<file path="config.mk">
export PLATFORM = sky130hd
export DESIGN_NAME = mips_mem_arbiter
export DESIGN_NICKNAME = d
export VERILOG_FILES = /design/src/rtl/mips_mem_arbiter.sv
export SDC_FILE = /design/constraint.sdc
export NUM_CORES = 1
export LEC_CHECK = 0
export CAP_MARGIN = 10
export CORE_MARGIN = 2
export CORE_UTILIZATION = 25
export DETAILED_ROUTE_END_ITERATION = 7
export GPL_ROUTABILITY_DRIVEN = 0
export HOLD_SLACK_MARGIN = 0.03
export MAX_ROUTING_LAYER = met4
export PLACE_DENSITY = 0.6
export SYNTH_ARGS = -nofsm -noshare
export SYNTH_HDL_FRONTEND = slang
export SYNTH_SLANG_ARGS = --single-unit
</file>
<file path="constraint.sdc">
create_clock -name clk -period 2.4 [get_ports clk]
set_input_delay 0.72 -clock clk [delete_from_list [all_inputs] [get_ports clk]]
set_output_delay 0.72 -clock clk [all_outputs]
set_load 0.02 [all_outputs]
</file>
<file path="src/rtl/mips_mem_arbiter.sv">
// mips_mem_arbiter: shares one Avalon-style bus between instruction fetch and data ports.
// Define MIPS_ARB_RR_EN for round-robin arbitration; otherwise data has fixed priority.
module mips_mem_arbiter #(
   parameter int ADDR_W  = 32,
   parameter int DATA_W  = 32,
   parameter int TIMEOUT = 1024
) (
   input  logic              clk,
   input  logic              reset,
   input  logic [ADDR_W-1:0] i_address,
   input  logic              i_read,
   output logic [DATA_W-1:0] i_readdata,
   output logic              i_waitrequest,
   input  logic [ADDR_W-1:0] d_address,
   input  logic              d_read,
   input  logic              d_write,
   input  logic [3:0]        d_byteenable,
   input  logic [DATA_W-1:0] d_writedata,
   output logic [DATA_W-1:0] d_readdata,
   output logic              d_waitrequest,
   output logic [ADDR_W-1:0] m_address,
   output logic              m_read,
   output logic              m_write,
   output logic [3:0]        m_byteenable,
   output logic [DATA_W-1:0] m_writedata,
   input  logic [DATA_W-1:0] m_readdata,
   input  logic              m_waitrequest,
   output logic              err_timeout,
   output logic              err_protocol
);
   typedef enum logic [1:0] {IDLE, GRANT_I, GRANT_D} state_t;
   localparam int CW = TIMEOUT > 0 ? $clog2(TIMEOUT + 1) : 1;
   state_t state, state_nx;
   logic [CW-1:0] cnt;
   logic d_req, pick_d, pick_i, granted, abort, fin, done_i, done_d;
   logic [DATA_W-1:0] fin_data;
   assign d_req = d_read | d_write;
`ifdef MIPS_ARB_RR_EN
   logic rr_i;
   assign pick_d = d_req && !(i_read && rr_i);
`else
   assign pick_d = d_req;
`endif
   assign pick_i = i_read && !pick_d;
   assign granted = state != IDLE;
   assign abort = granted && TIMEOUT > 0 && int'(cnt) == TIMEOUT;
   // A reset edge swallows any completion so neither requester sees a stray handshake
   assign fin = granted && (!m_waitrequest || abort) && !reset;
   assign done_i = fin && state == GRANT_I;
   assign done_d = fin && state == GRANT_D;
   assign fin_data = abort ? DATA_W'(32'hDEADBEEF) : m_readdata;
   assign i_waitrequest = !done_i;
   assign d_waitrequest = !done_d;
   assign i_readdata = done_i ? fin_data : '0;
   assign d_readdata = done_d ? fin_data : '0;
   always_comb begin
      state_nx = state;
      if (state == IDLE)
         state_nx = pick_d ? GRANT_D : pick_i ? GRANT_I : IDLE;
      else if (fin)
         state_nx = IDLE;
   end
   always_ff @(posedge clk) begin
      if (reset) begin
         state        <= IDLE;
         m_address    <= '0;
         m_read       <= 1'b0;
         m_write      <= 1'b0;
         m_byteenable <= '0;
         m_writedata  <= '0;
         cnt          <= '0;
         err_timeout  <= 1'b0;
         err_protocol <= 1'b0;
`ifdef MIPS_ARB_RR_EN
         rr_i         <= 1'b0;
`endif
      end else begin
         state <= state_nx;
         if (state == IDLE) begin
            cnt <= '0;
            if (pick_d || pick_i) begin
               m_address    <= pick_d ? d_address : i_address;
               m_read       <= pick_d ? d_read && !d_write : 1'b1;
               m_write      <= pick_d && d_write;
               m_byteenable <= pick_d ? d_byteenable : 4'hF;
               m_writedata  <= pick_d ? d_writedata : '0;
               err_protocol <= err_protocol | (pick_d && d_read && d_write);
            end
         end else if (fin) begin
            m_read      <= 1'b0;
            m_write     <= 1'b0;
            cnt         <= '0;
            err_timeout <= err_timeout | abort;
`ifdef MIPS_ARB_RR_EN
            rr_i        <= !rr_i;
`endif
         end else begin
            cnt <= cnt + CW'(1);
         end
      end
   end
endmodule

</file>
Word-level counts from Yosys, hierarchy flattened:

Cells that the tools add are included.

* multiplexer cells: 16
* equal/unequal tests: 4
* bitwise operators: 4
* reduce and logical (&&, ||, !) cells: 25
* add/subtract/negate cells: 1

Operator list (count)
* two-way mux 32 bit: 5
* adder 11 x 1 -> 11 bit (second input constant): 1
* == test 11 bit (second input constant): 1
* logical AND 1 bit: 10
* two-way mux 1 bit: 7
* zero test 1 bit: 6
* two-way mux 2 bit: 3
* AND reduction 2 bit: 3
* two-way mux 4 bit: 1
* nonzero test 2 bit: 2
* OR 1 bit: 3
* OR reduction 3 bit: 1
* == test 2 x 1 -> 1 bit (second input constant): 1
* == test 2 bit (second input constant): 1
* zero test 2 bit: 1
* logical OR 1 bit: 2
* != test 2 x 1 -> 1 bit (second input constant): 1
* inverter 1 bit: 1

* bits of input ports: 138
* flip-flop bits (word level): 85
* logic and storage cells: 59
* output and inout bits: 138

Logic depth before layout (Yosys ltp):

Gate-level depths: netlist (run 1).

* word-level depth: 7
* depth in mapped cells: 8
* mapped depth without buffers: 6

Least setup slack after synthesis (run 1):

Ideal clock, no wire load.

* path kind: in2out
* start: input reset
* end: output i_readdata[14]
* data arrival time: 1.907 ns
* setup slack: -0.227 ns
* path buffers: 2
* required time: 1.680 ns
* cell stages on the path: 5
* path through: nand2b_1 -> or2_2 -> clkbuf_1 -> clkbuf_1 -> nor3_1

* word-level cells in the longest chain between the ends: 4

RTL lines
* start, declared: RTL line 9 `input logic reset,`
* zero test 1 bit: RTL line 48 `assign fin = granted && (!m_waitrequest || abort) && !reset;`
* logical AND 1 bit: RTL line 48
* logical AND 1 bit: RTL line 49 `assign done_i = fin && state == GRANT_I;`
* two-way mux 32 bit: RTL line 54 `assign i_readdata = done_i ? fin_data : '0;`
* end, declared: RTL line 12 `output logic [DATA_W-1:0] i_readdata,`

Every way passes these cells.

Final worst setup path (run 1):

* start: register cnt[0]
* end: output i_readdata[21]

* word-level cells in the longest chain between the ends: 7

RTL lines
* start, declared: RTL line 34 `logic [CW-1:0] cnt;`
* start signal, assigned: RTL line 98 `cnt <= cnt + CW'(1);`
* == test 11 bit *: RTL line 46 `assign abort = granted && TIMEOUT > 0 && int'(cnt) == TIMEOUT;`
* logical AND 1 bit *: RTL line 46
* logical OR 1 bit: RTL line 48
* logical AND 1 bit (2 in series): RTL line 48
* logical AND 1 bit: RTL line 49
* two-way mux 32 bit *: RTL line 54

Mark *: on every way between the ends. The rest lies on a longest branch, timed or not.

==> results of run 1 <==
cells in the final DEF (no fill, tap or decap), drive strengths merged, types with 5 or more instances in the layout:
master           n
a311oi          32
clkdlybuf4s50  207
nand2          102
a22oi           32
a21oi           50
xnor2            5
dfxtp           85
buf            135
clkbuf          12
nor2            91
inv              5
nor3            23
per-stage QoR:
step                      instance area [um^2]  cells  utilization (%)
after floorplan                           4180    506                -
after global placement                    7410    991             48.4
after detailed placement                  7410    991             48.4
after CTS                                 7930   1021             51.8
after global routing                      8370   1031             54.6
final                                     8370   1031             54.6
state kept, by name, indices dropped and copies added (netlist names):
register      cells
err_timeout       1
state             2
m_read            1
m_address        32
m_write           1
err_protocol      1
m_byteenable      4
cnt              11
m_writedata      32
what timing repair did:
action,4_1_cts,5_1_grt
pin swaps,4,8
buffers inserted,11,6
hold buffers,0,0
endpoints found under the setup margin,66,66
gates resized for setup,389,69
gates cloned,3,3
cells by family (layout without fill, tap and decap cells):
| kind of cell | after synthesis | in the layout |
|---|---|---|
| AND/OR/NAND/NOR | 235 | 235 |
| other | 0 | 1 |
| XOR/XNOR | 9 | 9 |
| adder cells (fa/ha/maj) | 2 | 2 |
| buffers and inverters | 52 | 365 |
| AO/OA/AOI/OAI | 123 | 123 |
| flip-flops | 85 | 85 |
metal layers:
metal,track usage (%),part of all wire (%),vias to the layer above,routed length (um)
li1,-,-,2388,-
met1,21.7,40,2316,6840
met2,33.4,51,215,8760
met3,5.12,8.1,18,1410
met4,6.20,1.5,0,264
met5,-,0,-,0
power groups by stage:
stage               sequential, uW  combinational (uW)  clock, uW
finish                        1590                1220       1370
global route                  1600                1310       1460
CTS                           1590                1200       1400
detailed placement            1620                1180          0
global placement              1620                1170          0
floorplan                     1760                 399          0
area by class of cell:
cell class	instances	area, um^2
Clock buffer	10	239
Fill cell	1344	6950
Multi-Input combinational cell	369	2580
Tap cell	211	264
Clock inverter	6	53.8
Timing Repair Buffer	345	3500
Sequential cell	85	1710
Inverter	4	16.3
Antenna cell	1	2.50
worst min-delay path by stage:
stage,start,end,slack [ns],cells past startpoint
finish,err_protocol,err_protocol,0.48,2
global route,err_timeout,err_timeout,0.50,2
CTS,err_protocol,err_protocol,0.48,2
detailed placement,err_protocol,err_protocol,0.47,2
global placement,err_protocol,err_protocol,0.45,2
floorplan,cnt[0],cnt[0],0.44,1
worst reg2reg max path: cells and delay by family, from the launching register on:
| family | cells | cell delay, ns |
|---|---|---|
| fa+ha+maj | 1 | 0.14 |
| buf+inv | 5 | 0.55 |
| flops | 1 | 0.34 |
| compound gates | 1 | 0.21 |
| simple gates | 3 | 0.82 |
==> qor.yml, run 1 <==
cts_root_buf: "clkbuf_16"
start_util_pct: 25.7
dpl_worst_slack_ns: -0.847
synthArstFlopShare_pct: 0
worstSetupStartpoint: "cnt[0]"
vias: 4937
drc: 0
syn_area_mm2: 0.00393
grt_pass1_wl_um: 24600
synth_top_area_share_pct: 43.3
synth_top_family_by_area: "simple AND/OR/NAND/NOR gates"
dp_hpwl_um: 12200
yosys.cell_count.top_type: "nand2_1"
ant_nets: 0
htreeDepth: 3
p_clk_share_pct: 32.8
p_switching_uw: 1290
numCtsBuffers: 9
final_layout_size_suffix_gt1_share_pct: 30.3
ys_top_cells_by_area: "dfxtp_1 43%, nand2_1 9.7%, nor2_1 8.7%, a21oi_1 6.4%, a22oi_1 6.1%"
grt_max_degree: 50
r2r-end: "cnt[5]"
die_x_um: 129
finalSetupTns_ns: -13.13
slew_viol_final: 0
syn_avg_cell_area_um2: 7.77
fin_crit_sh_pct: 110
fin_skew_ns: 0.00749
comb_power_share_pct: 29.2
cp_num_cells: 8
cpMostUsedCell: "buf_6"
ys_warn_count: 0
synth-edff-count: 0
synth_xor_xnor_area_share_pct: 2.00
antenna_found_initial: 1
switching_share_pct: 30.9
grt_use_total_pct: 19.3
crit_buf_inv: 4
seqPwrFrac_pct: 38.0
first_iter_violations: 267
cp.arrival_ns: 1.93
synth_ff_type: "dfxtp_1"
setup.worst_path.end: "i_readdata[21]"
fin_nets: 954
die_area_mm2: 0.0168
endpoint_kind: "primary output"
cap_violations: 0
ir_worst_vdd_mv: 0.307
dieHeight_um: 129
fin_ws_ns: -0.251
wl_um: 17300
tightest_slew_ns: 0.579
slowest_delay_ns: 0.33
synth_compound_area_share_pct: 22.9
cts_tree: "built"
ff2ff_path_depth: 10
clk_latency_ns: 0.34
cts.sink_count: 85
status: "complete, but fails checks"
leakage_uw: 0.00319
crit_fanout: 12
required_ns: 1.68
ys_seq_area_share_pct: 43.3
synth-simple-area-share_pct: 25.0
cp-start-kind: "flip-flop"
vias_per_cell: 4.79
yosys.area.top_type: "dfxtp_1"
area_growth_pct: 113
cp_cell_sequence: "inv_2 -> ha_4 -> nor4bb_4 -> nand4b_1 -> buf_6 -> buf_16 -> a21oi_2 -> buf_6"
grt_pass1_vias: 4722
wire_per_inst_um: 16.8
p_int_uw: 2890
hold_slack_ns: 0.476
synth_fa_ha_area_share_pct: 0.636
clockBufferDepth: 2
finalHoldViolations: 0
yosys-top-cells-count: "102 x nand2_1, 91 x nor2_1, 85 x dfxtp_1"
worstReg2RegStart: "cnt[0]"
synth_cells: 506
hold_class: "flip-flop to flip-flop"
ys_seq_elements: 85
clk_pin_slew_worst_paths_ns: 0.07
top_level_ports: 276
rows: 45
max_slew_margin_pct: 61.4
rsz0062_at_grt: "yes"
min_period_ns: 2.65
port_buffers: 275
crit_family: "buffers and inverters"
yosysUniqueCellTypes: 37
finalPower_uw: 4180
firstDrtPassIters: 4
max_freq_mhz: 377
setup_violations: 66
overflow: 0
cpMaxStageDelayCell: "dfxtp_2"
crit_type: "flip-flop to primary output"
power_density_mw_per_mm2: 500
ff2ff_setup_slack_ns: 0.27
violations: "setup timing"
syn_nets: 646
core_mm2: 0.0153
synth_mux_area_share_pct: 0
Power figures use the tool's default switching activity.
==> run 2, diff against run 1 <==
REMOVE_ABC_BUFFERS = 1   (was default)
TNS_END_PERCENT = 20   (was default)
==> qor.yml, run 2 (synthesis gave the netlist of run 1 again) <==
start_util_pct: 25.7
clockBufferDepth: 2
multi_input_area_mm2: 0.00232
grt_pass1_wl_um: 23900
final_layout_size_suffix_gt1_share_pct: 26.8
dp.cells: 990
hold_class: "flip-flop to flip-flop"
max_freq_mhz: 373
mostFrequentLayoutCell: "clkdlybuf4s50_1"
register_area_mm2: 0.00170
leakage_uw: 0.00306
met1_usage_pct: 19.7
crit_type: "flip-flop to primary output"
fin_nets: 938
cts_hold_buf: 0
dp_hpwl_um: 11700
fin_skew_ns: 0.00469
numCtsBuffers: 9
tightest_slew_ns: 0.633
fin_ws_ns: -0.280
cp-start-kind: "flip-flop"
crit_fanout: 5
setup_violations: 65
max_slew_margin_pct: 57.8
clk_pin_slew_worst_paths_ns: 0.06
status: "complete, but fails checks"
htreeDepth: 3
rsz0062_at_grt: "yes"
violations: "setup timing"
final_cell_mix: "207 x clkdlybuf4s50_1, 102 x nand2_1, 90 x nor2_1"
die_area_mm2: 0.0168
antennaDiodeCount: 0
met3_usage_pct: 5.33
cts.sink_count: 85
port_buffers: 275
vias: 4833
rows: 45
first_iter_violations: 186
grt_pass1_vias: 4723
finalPower_uw: 4190
area_growth_pct: 100
slew_viol_final: 0
drc: 0
use_met2_pct: 33.4
fill_cells: 1402
die_x_um: 129
final_cells: 1014
cp.arrival_ns: 1.96
ant_nets: 0
cts_tree: "built"
top_regs: "m_address x32, m_writedata x32, cnt x11"
grt_use_total_pct: 18.6
antenna_found_initial: 0
gr-max-usage-layer: "met2"
cap_violations: 0
core_mm2: 0.0153
required_ns: 1.68
endpoint_kind: "primary output"
firstDrtPassIters: 6
fin_crit_sh_pct: 112
overflow: 0
cts_root_buf: "clkbuf_16"
power_density_mw_per_mm2: 532
ir_worst_vdd_mv: 0.348
grt_max_degree: 52
top_level_ports: 276
vias_per_cell: 4.77
wire_per_inst_um: 16.2
wl_um: 16500
finalHoldViolations: 0
clk_latency_ns: 0.34
min_period_ns: 2.68
utilization_pct: 51.4
dieHeight_um: 129
-- run 2: cell count changes in the layout (fill, tap and decap cells not counted), sizes merged --
cell and delta:
bufinv +1, buf -17, clkbuf +2, diode -1, clkinv -1, inv -1
-- run 2: critical path: stages (launching register included) --
cell,delay (ns)
dfxtp_2,0.32
inv_2,0.06
ha_4,0.12
nor4bb_4,0.23
nand4b_1,0.16
buf_6,0.16
buf_12,0.14
clkbuf_16,0.16
a21oi_2,0.12
buf_4,0.15
-- run 2: metrics by stage --
stage | setup TNS, ns | hold slack, ns | setup WS [ns] | instance area, um^2
2_1_floorplan | -105.40 | 0.438 | -1.06 | 3700
3_3_place_gp | -44.70 | 0.454 | -0.731 | 7210
3_5_place_dp | -46.29 | 0.466 | -0.753 | 7210
4_1_cts | -15.56 | 0.482 | -0.293 | 7610
6_report | -13.61 | 0.475 | -0.280 | 7870
5_1_grt | -20.31 | 0.519 | -0.387 | 7870
-- run 2: routing by layer --
metal	routed length, um	vias up
li1	-	2347
met1	6410	2259
met2	8270	206
met3	1520	21
met4	253	0
met5	0	-
-- run 2: final timing paths --
kind | to | slack (ns) | start | cells past startpoint
setup reg to reg | cnt[9] | 0.62 | cnt[0] | 7
hold reg to reg | err_timeout | 0.48 | err_timeout | 2
hold / removal | err_timeout | 0.48 | err_timeout | 2
setup / recovery | i_readdata[5] | -0.28 | cnt[1] | 9
-- run 2: layout make-up --
cell class | count | share of cell area, %
Clock buffer | 11 | 2.96
Sequential cell | 85 | 21.7
Timing Repair Buffer | 329 | 41.5
Tap cell | 211 | 3.36
Clock inverter | 5 | 0.763
Inverter | 4 | 0.207
Multi-Input combinational cell | 369 | 29.5
-- run 2: timing repair --
action	in CTS	in global routing
setup endpoints to repair	66	66
cloned	4	3
pin swaps	3	8
resized for setup	402	40
setup buffers	1	0
-- run 2: power breakdown --
part | internal [uW] | total, uW | switching (uW) | leakage [uW]
registers | 1530 | 1600 | 64.6 | 0.000702
logic | 604 | 1190 | 587 | 0.00222
clock network | 812 | 1400 | 591 | 0.000140
total | 2950 | 4190 | 1240 | 0.00306
==> RTL edit (settings of run 1) <==
Make the reset (`reset`) asynchronous in one clocked block.
--- a/src/rtl/mips_mem_arbiter.sv
+++ b/src/rtl/mips_mem_arbiter.sv
@@ -61,5 +61,5 @@
          state_nx = IDLE;
    end
-   always_ff @(posedge clk) begin
+   always_ff @(posedge clk or posedge reset) begin
       if (reset) begin
          state        <= IDLE;
Check against the original RTL: differs if reset is asserted again (counterexample within 4 cycles, from zero or initial values and one cycle with reset high); with reset held inactive, the same outputs for 10 cycles.
==> RTL edit against run 1 <==
- the run still ends with negative setup slack left
- routed wire length fell by 11%
- setup slack got worse by 0.38 ns
- cell count is 12% lower
- design area fell by 1.0%
- sequential share of layout area increased by 5.3 points
- utilization shrank 4.3 points
- synthesized area is 6.2% higher
- sequential cell count is the same
Power is not compared: it rests on default switching activity, and its combinational part moved more than twofold at a synthesized area within 25%.
==> RTL edit: results (changes against run 1) <==
Synth
  – Mux share of post-synthesis cell area: 0.07669 (+0.07669)
  – Adder-cell share of the synthesized area: 0.005992 (-0.0003697)
  – Sequential element share of the synthesized area: 0.5093 (+0.07672)
  – FFs w/ async S/R, synth: 1.000 (+1.000)
  – Most frequent cells after synthesis: 85 x dfrtp_1, 49 x o21a_1, 40 x nand2_1, 34 x o21ai_0
  – Yosys cell types: 34 (-8.1%)
  – Mapped Nets: 524 (-19%)
  – Syn avg cell area: 10.88 um2 (+40%)
  – Synth Flop Type: dfrtp_1
  – Xor/xnor share of the synthesized area: 0.01887 (-0.001165)
  – Yosys warns: 0 (unchanged)
  – Complex-gate fraction of the synthesized area: 0.2223 (-0.006719)
  – Synth top area cells: dfrtp_1 51%, o21a_1 8.8%, mux2i_1 7.7%

Place
  – Cells after DPL: 876 (-12%)
  – Dpl hpwl: 10.72 mm (-12%)
  – Place WS: -0.9771 ns (-0.1299 ns)
  – Post-DP Area: 0.007676 mm2 (+3.6%)

Global routing
  – Met2 global-route usage: 0.3078 (-0.02590)
  – Initial antenna violation count: 0 (-1)
  – Largest net degree at the start of global routing: 88 (+76%)
  – GRT Total Usage: 0.1765 (-0.01640)
  – Global-route wire length before repair: 23.79 mm (-3.4%)
  – Routing usage on met1: 0.1887 (-0.02823)
  – Vias in the first global route: 4284 (-9.3%)
  – Met3 Usage GRT: 0.04224 (-0.008960)

Min path
  – Hold path depth: 1 (-1)
  – Hold Crit Start: err_timeout
  – Worst Hold End: err_timeout

Clocking
  – H-Tree Depth: 3 (unchanged)
  – Post-CTS sizing: 391 (+0.51%)
  – CTS Root Cell: clkbuf_16
  – Bufs on Longest Clock Path: 2 (unchanged)
  – Post-CTS Setup Inserts: 5 (-6)

Cells and area
  – Fin nets: 819 (-14%)
  – N_diodes: 0 (-1)
  – Filler cells: 1412 (+5.1%)
  – Fraction of layout cells with a size suffix above 1: 0.2792 (-0.02357)
  – Largest regs: m_address x32, m_writedata x32, cnt x11

Setup path
  – Critical Path Slowest Stage Cell: dfrtp_1
  – CP Max Fanout: 8 (-4)
  – Worst path arrival time: 2.31 ns (+0.38 ns)
  – Peak per-stage delay on the critical path: 0.41 ns (+0.08 ns)
  – R2r startpoint: cnt[6]
  – Worst reg-to-reg path cell count: 5 (-5)
  – Worst R2R End: cnt[8]
  – CP top delay family: simple AND/OR/NAND/NOR gates

Route
  – WL final: 15.37 mm (-11%)
  – 1st-iter DRT viols: 84 (-69%)
  – Detail Route met3 WL: 1.071 mm (-24%)
  – Vias: 4137 (-16%)
  – Metal-1 WL: 5.787 mm (-15%)
  – Post-DR wirelength/cell: 17.00 um (+1.4%)

STA
  – Final hold slack: 0.4529 ns (-0.02309 ns)
  – # setup viols final: 66 (unchanged)
  – Setup_tns: -36.73 ns (-23.60 ns)
  – Slew headroom: 0.4045 (-0.2097)
  – Worst setup margin: -0.6300 ns (-0.3790 ns)
  – Clk_skew: 0.006477 ns (-0.001015 ns)

Status
  – Failing checks: negative setup slack
  – Status: finished, violations left
-- RTL edit: where the power goes --
part,leakage [nW],internal [W],switching (W)
Clock,0.145,0.000800,0.000569
Sequential,1.06,0.00203,0.000348
Combinational,2.30,0.00201,0.00200
-- RTL edit: worst max path at each step --
stage,from,to,cells after the start
global placement,m_waitrequest,i_readdata[14],7
CTS,cnt[9],d_readdata[29],8
finish,cnt[6],d_readdata[29],8
global route,cnt[6],i_readdata[8],7
detailed placement,reset,d_readdata[29],5
floorplan,cnt[7],i_readdata[17],5
-- RTL edit: area by class of cell --
class | count | area [um2] | share of cell area
flip-flops and latches | 85 | 2127 | 0.2568
multi-input cells | 261 | 2212 | 0.2671
inverters | 7 | 32.53 | 0.003927
repair buffers | 315 | 3344 | 0.4038
clock inverters | 7 | 66.31 | 0.008006
well taps | 220 | 275.3 | 0.03323
clock buffers | 9 | 225.2 | 0.02719
